`src/rtl/fifo_rr_drain_arbiter_pkg.sv`:
```
// Shared types and helpers for the FIFO drain arbiters.
package fifo_arb_pkg;

  typedef enum logic {
    ARB_IDLE  = 1'b0,
    ARB_GRANT = 1'b1
  } arb_state_t;

  // Bits needed to index n items, never less than one bit.
  function automatic int clog2_min1(input int n);
    int w;
    w = 0;
    for (int i = 0; i < 31; i++) begin
      if ((1 << i) < n) w = i + 1;
    end
    return (w < 1) ? 1 : w;
  endfunction

endpackage

```
`src/rtl/fifo_rr_drain_arbiter_rr_pick.sv`:
```
// Rotating-priority picker: first set request strictly after 'last', with wrap.
module rr_pick
  import fifo_arb_pkg::*;
#(
  parameter int N_CH = 4
) (
  input  logic [N_CH-1:0]             req,
  input  logic [clog2_min1(N_CH)-1:0] last,
  output logic                        found,
  output logic [clog2_min1(N_CH)-1:0] idx
);

  localparam int CH_W = clog2_min1(N_CH);

  logic [2*N_CH-1:0] req_dbl;
  logic [N_CH-1:0]   req_rot;
  int                base;
  int                pos;

  // Rotate the doubled request vector so the search always scans from bit 0.
  always_comb begin
    req_dbl = {req, req};
    base    = (int'(last) >= N_CH - 1) ? 0 : int'(last) + 1;
    req_rot = N_CH'(req_dbl >> base);
    found   = 1'b0;
    idx     = '0;
    pos     = 0;
    for (int i = 0; i < N_CH; i++) begin
      if (!found && req_rot[i]) begin
        found = 1'b1;
        pos   = base + i;
        if (pos >= N_CH) pos = pos - N_CH;
        idx   = CH_W'(pos);
      end
    end
  end

endmodule

```
`src/rtl/fifo_rr_drain_arbiter.sv`:
```
// Round-robin drain of N_CH show-ahead FIFOs into one tagged valid/ready stream.
module fifo_rr_drain_arbiter
  import fifo_arb_pkg::*;
#(
  parameter int N_CH      = 4,
  parameter int DWIDTH    = 4,
  parameter int MAX_BURST = 4
) (
  input  logic                        clk_i,
  input  logic                        srst_i,
  input  logic [N_CH-1:0]             fifo_empty_i,
  input  logic [N_CH*DWIDTH-1:0]      fifo_q_i,
  output logic [N_CH-1:0]             fifo_rdreq_o,
  output logic [DWIDTH-1:0]           out_data_o,
  output logic [clog2_min1(N_CH)-1:0] out_ch_o,
  output logic                        out_valid_o,
  input  logic                        out_ready_i,
  output logic                        busy_o
);

  localparam int CH_W = clog2_min1(N_CH);
  localparam int BC_W = clog2_min1(MAX_BURST + 1);

  arb_state_t        state;
  logic [CH_W-1:0]   grant;
  logic [CH_W-1:0]   last_grant;
  logic [BC_W-1:0]   burst_cnt;

  logic [N_CH-1:0]   req_vec;
  logic              pick_found;
  logic [CH_W-1:0]   pick_idx;

  logic              load_en;
  logic              pop;
  logic              grant_empty;
  logic [DWIDTH-1:0] grant_head;

  logic              vld_p1;
  logic [DWIDTH-1:0] data_p1;
  logic [CH_W-1:0]   ch_p1;

  assign req_vec = ~fifo_empty_i;

  rr_pick #(
    .N_CH (N_CH)
  ) u_rr_pick (
    .req   (req_vec),
    .last  (last_grant),
    .found (pick_found),
    .idx   (pick_idx)
  );

  assign grant_empty = fifo_empty_i[grant];
  assign grant_head  = fifo_q_i[int'(grant)*DWIDTH +: DWIDTH];
  assign load_en     = !vld_p1 || out_ready_i;
  assign pop         = (state == ARB_GRANT) && load_en && !grant_empty;

  // Pop strobe: one-hot on the granted channel, held off during reset.
  always_comb begin
    fifo_rdreq_o = '0;
    if (pop && !srst_i) fifo_rdreq_o = N_CH'(1) << grant;
  end

  // Arbitration FSM: one idle cycle to pick, then a burst until limit or empty.
  always_ff @(posedge clk_i) begin
    if (srst_i) begin
      state      <= ARB_IDLE;
      grant      <= '0;
      last_grant <= CH_W'(N_CH - 1);
      burst_cnt  <= '0;
    end else begin
      case (state)
        ARB_IDLE: begin
          if (pick_found) begin
            grant      <= pick_idx;
            last_grant <= pick_idx;
            burst_cnt  <= '0;
            state      <= ARB_GRANT;
          end
        end
        ARB_GRANT: begin
          if (pop) begin
            if (burst_cnt == BC_W'(MAX_BURST - 1)) state <= ARB_IDLE;
            else burst_cnt <= burst_cnt + BC_W'(1);
          end else if (grant_empty) begin
            state <= ARB_IDLE;
          end
        end
        default: state <= ARB_IDLE;
      endcase
    end
  end

  // Output stage: loads only when empty or being accepted, so stalls never drop or repeat.
  always_ff @(posedge clk_i) begin
    if (srst_i) begin
      vld_p1  <= 1'b0;
      data_p1 <= '0;
      ch_p1   <= '0;
    end else if (load_en) begin
      vld_p1 <= pop;
      if (pop) begin
        data_p1 <= grant_head;
        ch_p1   <= grant;
      end
    end
  end

  assign out_valid_o = vld_p1;
  assign out_data_o  = data_p1;
  assign out_ch_o    = ch_p1;
  assign busy_o      = (state == ARB_GRANT) || vld_p1;

endmodule

```
`config.mk`:
```
export PLATFORM = sky130hd
export DESIGN_NAME = fifo_rr_drain_arbiter
export DESIGN_NICKNAME = d
export VERILOG_FILES = /design/src/rtl/fifo_rr_drain_arbiter_pkg.sv /design/src/rtl/fifo_rr_drain_arbiter_rr_pick.sv /design/src/rtl/fifo_rr_drain_arbiter.sv
export SDC_FILE = /design/constraint.sdc
export NUM_CORES = 1
export LEC_CHECK = 0
export CAP_MARGIN = 5
export CORE_ASPECT_RATIO = 1.5
export CORE_MARGIN = 2
export CORE_UTILIZATION = 50
export CTS_CLUSTER_DIAMETER = 30
export DETAILED_ROUTE_END_ITERATION = 10
export PLACE_DENSITY = 0.84
export SYNTH_ARGS = -nofsm -noshare
export SYNTH_HDL_FRONTEND = slang
export SYNTH_HIERARCHICAL = 1
export SYNTH_SLANG_ARGS = --single-unit
```
`constraint.sdc`:
```
create_clock -name clk_i -period 5.8 [get_ports clk_i]
set_clock_uncertainty 0.2 [all_clocks]
set_input_delay 1.16 -clock clk_i [delete_from_list [all_inputs] [get_ports clk_i]]
set_output_delay 1.16 -clock clk_i [all_outputs]
set_load 0.01 [all_outputs]
```
==> run_results.csv <==
group,metric,value,unit
floorplanning,start_util,52.9,%
synth,ys_warn_count,6,
route,drc_errors,0,
worst_setup_path,cp_max_fo,12,
synth,yosysSeqAreaShare,25.4,%
worst_setup_path,reg2reg_setup_slack,3.32,ns
grt,gr-total-overflow,0,
worst_setup_path,timing.rr.start,"grant[0]",
floorplanning,pin_count,35,
min_path,hold_path_class,"register to register",
clock_tree,clkTransAtPathRegs,0.09,ns
timing,slew_viol_final,0,
timing,hold_violations,0,
route,drt-wirelength-per-cell,15.1,microns
synth,syn_nets,164,
place,gp_congestion,0.843,
synth,netlist_area,1180,sq um
layout,area_growth,28.1,%
layout,diodes,0,
worst_setup_path,crit_start,"out_ready_i",
worst_setup_path,endpoint,"fifo_rdreq_o[2]",
clock_tree,root_buffer,"clkbuf_4",
route,via_per_inst,6.01,
power,power,0.367,mW
route,drtAntennaViolNets,0,
worst_setup_path,critPathMaxStageDelay,0.59,ns
clock_tree,cts_tree,"built",
timing,post-route-period-util,75.5,%
min_path,min_from,"out_data_o[0]",
worst_setup_path,startpoint_type,"input pin",
worst_setup_path,regToRegEndpoint,"burst_cnt[0]",
clock_tree,numCtsBuffers,3,
grt,antenna_found_initial,0,
floorplanning,die_w,43.7,microns
worst_setup_path,r2r_cells,3,
timing,max_freq,228,MHz
synth,ys_seq_elements,15,
timing,hold_ws,0.284,ns
floorplanning,die_h,63.5,microns
timing,rsz0062_at_grt,"no",
synth,async_reset_ff_share,0,%
route,first_pass_iters,4,
power,power_density,242,nW/um^2
place,place_hpwl,2160,microns
worst_setup_path,crit_required,4.44,ns
route,wl,2850,microns
route,vias,1135,
grt,grt_util_all_layers,22.1,%
timing,finalSetupViolations,0,
clock_tree,cts_max_level,1,
synth,synthFlopType,"dfxtp_1",
floorplanning,dieArea,2780,sq um
timing,setup_tns,0,ns
floorplanning,placementRows,21,
grt,grt_first_pass_wirelength,4780,microns
timing,layout_min_cycle_time,4.38,ns
floorplanning,core,2230,sq um
timing,tightest_slew,0.525,ns
worst_setup_path,critical_path_arrival,3.02,ns
grt,grt_pass1_vias,1098,
worst_setup_path,path_class,"input pin to output port",
place,port_buffers,34,
clock_tree,clock_sinks,15,
synth,synthCells,138,
worst_setup_path,path_cells,"clkdlybuf4s50_1 -> nor2b_1 -> buf_4 -> or3_1 -> nor4_1 -> clkdlybuf4s50_1",
synth,synth_area_per_cell,8.56,sq um
timing,slew_headroom,64.9,%
synth,synth_cell_types,41,
run,maxCapViolCount,0,
clock_tree,cts_resized,0,
layout,layout.nets,193,
worst_setup_path,critPathCaptureType,"output port",
clock_tree,clockBufferDepth,2,
worst_setup_path,crit_top_cell,"clkdlybuf4s50_1",
clock_tree,ctsHoldBuffers,0,
clock_tree,postCtsSetupRepairBufs,0,
power,ir_drop,148,uV
layout,drive_gt1_share,12.0,%
power,p_leak,0.546,nW
route,drtIter0Drc,43,
synth,synth_edf_count,0,
run_status,status,"finished clean",
worst_setup_path,slowest_stage,"clkdlybuf4s50_1",
clock_tree,clk_latency,0.28,ns
grt,grt_max_degree,20,
-- area by class of cell --
cell class / count / area (sq um)
clock buffers: 4 / 26.3
repair buffers: 36 / 355
well taps: 23 / 28.8
multi-input cells: 101 / 764
flip-flops and latches: 15 / 300
fillers: 181 / 721
inverters: 10 / 37.5
-- how the worst min path moves through the flow --
stage	end	slack, ns	cells after the start
floorplan	last_grant[1]	0.24	2
global placement	last_grant[1]	0.26	2
detailed placement	out_data_o[0]	0.27	2
CTS	out_data_o[0]	0.28	2
global route	out_ch_o[0]	0.32	2
finish	out_data_o[0]	0.28	2
-- metal layers --
| layer | track usage [%] | routed length [microns] | vias to the layer above | part of all wire [%] |
|---|---|---|---|---|
| met4 | 11.0 | 55 | 0 | 1.9 |
| met1 | 28.0 | 1180 | 536 | 42 |
| met3 | 2.01 | 90 | 6 | 3.2 |
| met5 | 0 | 0 | - | 0 |
| li1 | - | - | 566 | - |
| met2 | 36.0 | 1520 | 27 | 53 |
-- where the power goes --
part | total, mW | internal (mW) | switching (mW)
clock network | 0.0614 | 0.0267 | 0.0347
logic | 0.165 | 0.0895 | 0.0751
registers | 0.141 | 0.116 | 0.0246
-- synth_stat cells (3+ instances only) --
master,number,area share (%)
nor2_1,9,2.9
nand2_1,10,3.2
ha_1,3,3.2
nor3b_1,4,2.5
nand2b_1,6,3.2
clkbuf_1,3,0.95
or4b_1,4,3.4
nor2b_1,3,1.6
inv_1,10,3.2
o31ai_1,6,3.8
mux4_2,5,9.5
o32ai_1,3,2.2
buf_2,3,1.3
buf_6,4,3.8
dfxtp_1,15,25
mux2_2,3,2.9
a21oi_1,15,6.4
nor3_1,3,1.3
-- metrics by stage --
| stage | setup slack, ns | instance area (sq um) | util (%) | cells |
|---|---|---|---|---|
| 2_1_floorplan | 2.32 | 1180 | - | 138 |
| 3_3_place_gp | 1.50 | 1490 | 66.6 | 185 |
| 3_5_place_dp | 1.40 | 1490 | 66.6 | 185 |
| 4_1_cts | 1.41 | 1510 | 67.7 | 189 |
| 5_1_grt | 1.32 | 1510 | 67.7 | 189 |
| 6_report | 1.42 | 1510 | 67.7 | 189 |
-- cells by family (layout without fill, tap and decap cells) --
kind of cell / Yosys count / in the layout / share of synthesized area, %
and+or+nand+nor: 52 / 52 / 26.5
muxes: 10 / 10 / 14.1
adders and majority gates: 3 / 3 / 3.18
xor gates and xnor gates: 1 / 1 / 0.742
buffers and inverters: 22 / 50 / 9.85
DFF: 15 / 15 / 25.4
AOI/OAI and AO/OA: 35 / 35 / 20.2
-- layout by cell type, fill, tap and decap left out, types with 5 or more instances in the layout --
cell / netlist / routed
inv_1: 10 / 10
clkdlybuf4s50_1: 0 / 34
nor2_1: 9 / 9
mux4_2: 5 / 5
nand2b_1: 6 / 6
o31ai_1: 6 / 6
a21oi_1: 15 / 15
nand2_1: 10 / 10
dfxtp_1: 15 / 15
-- worst max-delay path: cells and delay by family --
family	cells	cell delay, ns
and+or+nand+nor	3	0.63
buffers and inverters	3	1.23
-- sequential cells by signal (all words and copies together), names as in the netlist --
| signal | count |
|---|---|
| out_data_o | 4 |
| state | 1 |
| out_valid_o | 1 |
| burst_cnt | 3 |
| out_ch_o | 2 |
| grant | 2 |
| last_grant | 2 |
(Power assumes the default switching activity.)
